$ cat src/rtl/punc_dmem_arbiter_pkg.sv
// Shared owner-state encodings, port ids and helpers for the PUnC data-memory arbiter.
package punc_dmem_arbiter_pkg;

  typedef enum logic [1:0] {
    OWN_NONE     = 2'd0,
    OWN_CPU      = 2'd1,
    OWN_DBG_LOCK = 2'd2
  } own_e;

  localparam logic PORT_CPU = 1'b0;
  localparam logic PORT_DBG = 1'b1;

  function automatic logic [15:0] sat_inc16(input logic [15:0] v, input logic en);
    return (en && (v != 16'hFFFF)) ? v + 16'd1 : v;
  endfunction

endpackage

$ cat src/rtl/punc_dmem_arbiter_rd_tag_pipe.sv
// RD_LAT-deep {valid, port_id} shift pipeline that follows each granted read to its return cycle.
module punc_rd_tag_pipe
  import punc_dmem_arbiter_pkg::*;
#(
  parameter int RD_LAT = 1
) (
  input  logic clk,
  input  logic rst,
  input  logic in_valid,
  input  logic in_port,
  output logic out_valid,
  output logic out_port
);

  logic [RD_LAT-1:0] valid_q;
  logic [RD_LAT-1:0] port_q;

  always_ff @(posedge clk) begin
    if (rst) begin
      valid_q <= '0;
      port_q  <= {RD_LAT{PORT_CPU}};
    end else begin
      valid_q[0] <= in_valid;
      port_q[0]  <= in_port;
      for (int unsigned i = 1; i < RD_LAT; i++) begin
        valid_q[i] <= valid_q[i-1];
        port_q[i]  <= port_q[i-1];
      end
    end
  end

  assign out_valid = valid_q[RD_LAT-1];
  assign out_port  = port_q[RD_LAT-1];

endmodule

$ cat src/rtl/punc_dmem_arbiter.sv
// Single-port PUnC memory arbiter between CPU (port 0) and debug/loader (port 1).
// Optional grant/conflict statistics outputs are enabled with `define PUNC_DMEM_ARB_STATS_EN.
module punc_dmem_arbiter
  import punc_dmem_arbiter_pkg::*;
#(
  parameter int AW         = 16,
  parameter int DW         = 16,
  parameter int RD_LAT     = 1,
  parameter int STARVE_MAX = 8
) (
  input  logic          clk,
  input  logic          rst,
  input  logic          cpu_req,
  input  logic          cpu_we,
  input  logic [AW-1:0] cpu_addr,
  input  logic [DW-1:0] cpu_wdata,
  output logic          cpu_gnt,
  output logic          cpu_stall,
  output logic          cpu_rvalid,
  output logic [DW-1:0] cpu_rdata,
  input  logic          dbg_req,
  input  logic          dbg_we,
  input  logic          dbg_lock,
  input  logic [AW-1:0] dbg_addr,
  input  logic [DW-1:0] dbg_wdata,
  output logic          dbg_gnt,
  output logic          dbg_rvalid,
  output logic [DW-1:0] dbg_rdata,
  output logic          mem_rd,
  output logic          mem_wr,
  output logic [AW-1:0] mem_addr,
  output logic [DW-1:0] mem_wdata,
  input  logic [DW-1:0] mem_rdata
`ifdef PUNC_DMEM_ARB_STATS_EN
  ,
  output logic [15:0]   stat_cpu_gnt,
  output logic [15:0]   stat_dbg_gnt,
  output logic [15:0]   stat_conflict
`endif
);

  localparam int              SW          = $clog2(STARVE_MAX + 1);
  localparam logic [SW-1:0]   STARVE_FULL = SW'(STARVE_MAX);

  own_e          state_q, state_d;
  logic [SW-1:0] starve_q, starve_d;
  logic [DW-1:0] cpu_rdata_q, cpu_rdata_d;
  logic [DW-1:0] dbg_rdata_q, dbg_rdata_d;
  logic          ret_valid, ret_port;

  always_ff @(posedge clk) begin
    if (rst) state_q <= OWN_NONE;
    else     state_q <= state_d;
  end

  always_comb begin
    state_d = OWN_NONE;
    if (dbg_gnt)      state_d = dbg_lock ? OWN_DBG_LOCK : OWN_NONE;
    else if (cpu_gnt) state_d = OWN_CPU;
  end

  // OWN_CPU arbitrates exactly like OWN_NONE; only the lock state excludes the CPU.
  always_comb begin
    cpu_gnt = 1'b0;
    dbg_gnt = 1'b0;
    if (!rst) begin
      if (state_q == OWN_DBG_LOCK) begin
        dbg_gnt = dbg_req;
      end else if (cpu_req && dbg_req) begin
        if (starve_q == STARVE_FULL) dbg_gnt = 1'b1;
        else                         cpu_gnt = 1'b1;
      end else begin
        cpu_gnt = cpu_req;
        dbg_gnt = dbg_req;
      end
    end
  end

  assign cpu_stall = cpu_req & ~cpu_gnt;

  always_comb begin
    starve_d = '0;
    if (dbg_req && !dbg_gnt)
      starve_d = (starve_q == STARVE_FULL) ? starve_q : starve_q + 1'b1;
  end

  always_ff @(posedge clk) begin
    if (rst) starve_q <= '0;
    else     starve_q <= starve_d;
  end

  always_comb begin
    mem_rd    = (cpu_gnt & ~cpu_we) | (dbg_gnt & ~dbg_we);
    mem_wr    = (cpu_gnt & cpu_we) | (dbg_gnt & dbg_we);
    mem_addr  = '0;
    mem_wdata = '0;
    if (cpu_gnt) begin
      mem_addr  = cpu_addr;
      mem_wdata = cpu_wdata;
    end else if (dbg_gnt) begin
      mem_addr  = dbg_addr;
      mem_wdata = dbg_wdata;
    end
  end

  punc_rd_tag_pipe #(
    .RD_LAT (RD_LAT)
  ) u_tag_pipe (
    .clk       (clk),
    .rst       (rst),
    .in_valid  (mem_rd),
    .in_port   (dbg_gnt ? PORT_DBG : PORT_CPU),
    .out_valid (ret_valid),
    .out_port  (ret_port)
  );

  // Returning data passes straight through; each port otherwise shows its last captured word.
  always_comb begin
    cpu_rvalid  = ~rst & ret_valid & (ret_port == PORT_CPU);
    dbg_rvalid  = ~rst & ret_valid & (ret_port == PORT_DBG);
    cpu_rdata_d = cpu_rdata_q;
    dbg_rdata_d = dbg_rdata_q;
    if (rst) begin
      cpu_rdata_d = '0;
      dbg_rdata_d = '0;
    end else begin
      if (cpu_rvalid) cpu_rdata_d = mem_rdata;
      if (dbg_rvalid) dbg_rdata_d = mem_rdata;
    end
  end

  assign cpu_rdata = cpu_rdata_d;
  assign dbg_rdata = dbg_rdata_d;

  always_ff @(posedge clk) begin
    cpu_rdata_q <= cpu_rdata_d;
    dbg_rdata_q <= dbg_rdata_d;
  end

`ifdef PUNC_DMEM_ARB_STATS_EN
  logic [15:0] stat_cpu_q, stat_dbg_q, stat_conf_q;

  always_ff @(posedge clk) begin
    if (rst) begin
      stat_cpu_q  <= '0;
      stat_dbg_q  <= '0;
      stat_conf_q <= '0;
    end else begin
      stat_cpu_q  <= sat_inc16(stat_cpu_q, cpu_gnt);
      stat_dbg_q  <= sat_inc16(stat_dbg_q, dbg_gnt);
      stat_conf_q <= sat_inc16(stat_conf_q, cpu_req & dbg_req);
    end
  end

  assign stat_cpu_gnt  = stat_cpu_q;
  assign stat_dbg_gnt  = stat_dbg_q;
  assign stat_conflict = stat_conf_q;
`endif

endmodule
$ cat config.mk
export PLATFORM = sky130hd
export DESIGN_NAME = punc_dmem_arbiter
export DESIGN_NICKNAME = d
export VERILOG_FILES = /design/src/rtl/punc_dmem_arbiter_pkg.sv /design/src/rtl/punc_dmem_arbiter_rd_tag_pipe.sv /design/src/rtl/punc_dmem_arbiter.sv
export SDC_FILE = /design/constraint.sdc
export NUM_CORES = 1
export LEC_CHECK = 0
export CORE_UTILIZATION = 30
export DETAILED_ROUTE_END_ITERATION = 10
export GPL_ROUTABILITY_DRIVEN = 0
export PLACE_DENSITY = 0.78
export REMOVE_ABC_BUFFERS = 1
export SLEW_MARGIN = 20
export SYNTH_ARGS = -nofsm -noshare
export SYNTH_HDL_FRONTEND = slang
export SYNTH_SLANG_ARGS = --single-unit
$ cat constraint.sdc
create_clock -name clk -period 2.3 [get_ports clk]
set_input_delay 0.46 -clock clk [delete_from_list [all_inputs] [get_ports clk]]
set_output_delay 0.46 -clock clk [all_outputs]
set_load 0.005 [all_outputs]
==> impl_metrics.py <==
metrics = {
    "run_status": {
        "status": "finished with violations",
        "violations": "DRC, setup timing",
    },
    "yosys": {
        "synth_edf_count": 0,
        "postSynth.asyncResetShare_pct": 0,
        "ys_ff_latch": 40,
        "synth_ff_type": "dfxtp_1",
        "ys_warn_count": 0,
        "synthCells": 258,
        "post_synth_num_cell_types": 25,
        "synth_area_sq_um": 2060,
        "ys_seq_area_share_pct": 38.8,
        "syn_avg_cell_area_sq_um": 8.00,
    },
    "critical_path": {
        "reg2reg_setup_slack_ns": 0.77,
        "slowest_delay_ns": 0.35,
        "critPathBufInv": 4,
        "crit_family": "compound AO/OA/AOI/OAI gates",
        "cp_num_cells": 8,
        "required_ns": 1.84,
        "critPathKind": "reg -> out",
        "crit_slowest_cell": "o311a_4",
        "critical_path_arrival_ns": 1.87,
        "cp_max_fo": 18,
        "timing.rr.end": "u_tag_pipe.out_valid",
        "crit_path_end_kind": "output port",
        "r2r-start": "starve_q[1]",
        "rr_worst_depth": 9,
        "crit_chain": "inv_2 > ha_4 > nand2_4 > o311a_4 > buf_12 > buf_6 > a32o_1 > buf_2",
        "worstSetupStartpointType": "flip-flop",
    },
    "placed_design": {
        "placed_area_sq_um": 3830,
        "dp_hpwl_um": 5640,
        "io_buffers": 157,
    },
    "sta": {
        "fmax_ghz": 0.430,
        "rsz0062_at_grt": "true",
        "relSlewSlack_pct": 82.9,
        "final_max_slew_viol_count": 0,
        "skew_ns": 0.00559,
        "fin_crit_ns": 2.33,
        "fin_worst_hold_slack_ns": 0.462,
        "fin_ws_ns": -0.0264,
        "hold_viol_final": 0,
        "timing.final.crit_share_pct": 101,
        "setup_viol": 9,
        "fin_tns_setup_ns": -0.156,
        "worstMarginPinSlew_ns": 0.257,
    },
    "clock_network": {
        "root_buffer": "clkbuf_8",
        "cts_hold_buf": 0,
        "cts.sinks": 40,
        "htreeDepth": 2,
        "path_clk_slew_ns": 0.07,
        "cts_tree": "yes",
        "clk_latency_ns": 0.29,
        "cts_buffers": 5,
        "clockBufferDepth": 2,
    },
    "layout": {
        "drive_gt1_share_pct": 22.9,
        "layout.nets": 530,
        "fillers": 551,
        "design_area_sq_um": 4200,
        "diodes": 0,
        "final_util_pct": 64.7,
        "area_growth_syn_to_layout_pct": 104,
    },
    "power": {
        "powerDensity_nw_per_um2": 439,
        "power_frac_seq_pct": 39.1,
        "power.share.clock_pct": 33.5,
        "combPwrFrac_pct": 27.4,
        "p_int_mw": 1.42,
        "sw_frac_of_total_pct": 22.9,
        "power.net_switching_uw": 422,
        "cellLeakagePower_nw": 2.00,
        "ir_worst_vdd_mv": 0.402,
    },
    "global_route": {
        "grt_pass1_wl_um": 13300,
        "antenna_found_initial": 0,
        "first_global_vias": 2552,
        "gr-total-overflow": 0,
        "grt_usage_pct": 23.3,
        "grt_max_degree": 35,
    },
    "floorplanning": {
        "die_area_sq_um": 7210,
        "dieHeight_um": 84.9,
        "die_w_um": 84.9,
        "io_pins": 158,
        "fp-row-count": 29,
        "start_util_pct": 31.8,
        "core-area_sq_um": 6490,
    },
    "hold_path": {
        "hold_end": "cpu_rdata_q[11]",
        "hold_depth": 2,
        "hp-start": "cpu_rdata_q[11]",
        "hp-class": "reg -> reg",
    },
    "drt": {
        "dr.pass1.iters": 8,
        "routed_wl_um": 8510,
        "drc": 15,
        "ant_nets": 0,
        "wl_per_cell_um": 16.4,
        "drtIter0Drc": 104,
        "via_count": 2594,
        "avgViaCountPerCell": 5.00,
    },
    "flow_run": {
        "maxCapViolations": 0,
    },
}
==> synth_stat cells, types with 2 or more instances <==
master	instances	share of area, %
o21ai_0	16	3.9
a22o_1	2	0.85
inv_1	5	0.91
nand2b_1	2	0.61
nor2_1	2	0.36
nand2_1	65	12
and2_1	37	11
nand3_1	17	4.1
buf_2	6	1.5
nor3_1	4	0.97
dfxtp_1	40	39
a32o_1	33	16
ha_1	2	1.2
clkbuf_1	14	2.5
buf_6	3	1.6
==> area by class of cell <==
type                    instances  area, sq um  area share [%]
clock buffers                   7         96.3            2.29
flip-flops and latches         40          805            19.1
clock inverters                 1         30.0           0.714
inverters                       6         22.5           0.536
multi-input cells             189         1170            27.9
well taps                      77         96.3            2.29
repair buffers                199         1980            47.1
==> worst min-delay path, cell delays in order (launching register included) <==
cell and delay, ns:
dfxtp_1 0.30, nand2_1 0.05, o21ai_1 0.06
==> kinds of logic after synthesis <==
family	Yosys count	share of synthesized area, %
flops	40	38.8
compound gates	54	22.0
buf+inv	29	6.73
simple gates	131	30.4
xor+xnor	2	0.849
fa+ha+maj	2	1.21
==> through the flow <==
stage | setup WS, ns | cells | total power, mW
finish | -0.0264 | 519 | 1.84
global route | -0.0840 | 519 | 1.92
CTS | -0.0456 | 512 | 1.85
detailed placement | -0.475 | 484 | 1.20
global placement | -0.462 | 484 | 1.20
floorplan | -0.671 | 235 | 0.863
==> power groups by stage <==
| stage | Clock [mW] | Combinational (mW) | Sequential (mW) |
|---|---|---|---|
| finish | 0.617 | 0.506 | 0.721 |
| global route | 0.663 | 0.539 | 0.722 |
| CTS | 0.635 | 0.498 | 0.720 |
| detailed placement | 0 | 0.464 | 0.736 |
| global placement | 0 | 0.461 | 0.735 |
| floorplan | 0 | 0.129 | 0.734 |
==> registers in the layout (all words and copies together), names as in the netlist <==
signal and flops:
cpu_rdata_q 16, starve_q 4, u_tag_pipe.out_port 1, dbg_rdata_q 16, state_q 2, u_tag_pipe.out_valid 1
==> routing by layer <==
layer	global-route usage, %	wire length (um)	vias up
met5	0	0	-
met4	5.70	90	0
met3	7.20	850	10
met2	41.2	4070	115
met1	27.5	3500	1194
li1	-	-	1275
==> how the worst max path moves through the flow <==
| stage | slack [ns] | end | startpoint |
|---|---|---|---|
| 3_5_place_dp | -0.47 | mem_wdata[0] | dbg_req |
| 6_report | -0.03 | mem_addr[7] | starve_q[1] |
| 3_3_place_gp | -0.46 | mem_wdata[0] | dbg_req |
| 2_1_floorplan | -0.67 | cpu_rdata[0] | rst |
| 4_1_cts | -0.05 | mem_wdata[0] | starve_q[1] |
| 5_1_grt | -0.08 | mem_wdata[4] | starve_q[1] |
==> cells in the final DEF (no fill, tap or decap), types with 2 or more instances in the layout <==
| master | n |
|---|---|
| clkdlybuf4s50_1 | 101 |
| nand2_1 | 64 |
| and2_1 | 37 |
| dfxtp_1 | 37 |
| a32o_1 | 28 |
| buf_2 | 28 |
| nand3_1 | 17 |
| buf_4 | 17 |
| o21ai_0 | 10 |
| dlymetal6s2s_1 | 10 |
| buf_12 | 9 |
| buf_6 | 9 |
| dlygate4sd2_1 | 9 |
| clkbuf_8 | 7 |
| clkbuf_2 | 7 |
| o21ai_1 | 6 |
| a32o_2 | 5 |
| nor3_1 | 4 |
| inv_2 | 3 |
| buf_16 | 3 |
| buf_8 | 3 |
| dfxtp_2 | 3 |
| inv_1 | 2 |
| nand2b_1 | 2 |
| nor2_1 | 2 |
| a22o_1 | 2 |
| clkdlybuf4s15_1 | 2 |
==> repair_timing <==
item                       CTS  global route
setup endpoints to repair   71            52
setup buffers               14             8
cloned                       6             0
pin swaps                   18             7
resized for setup          167            33
hold endpoints to repair     0             0
Note: power is estimated with default switching activity, not from simulation.
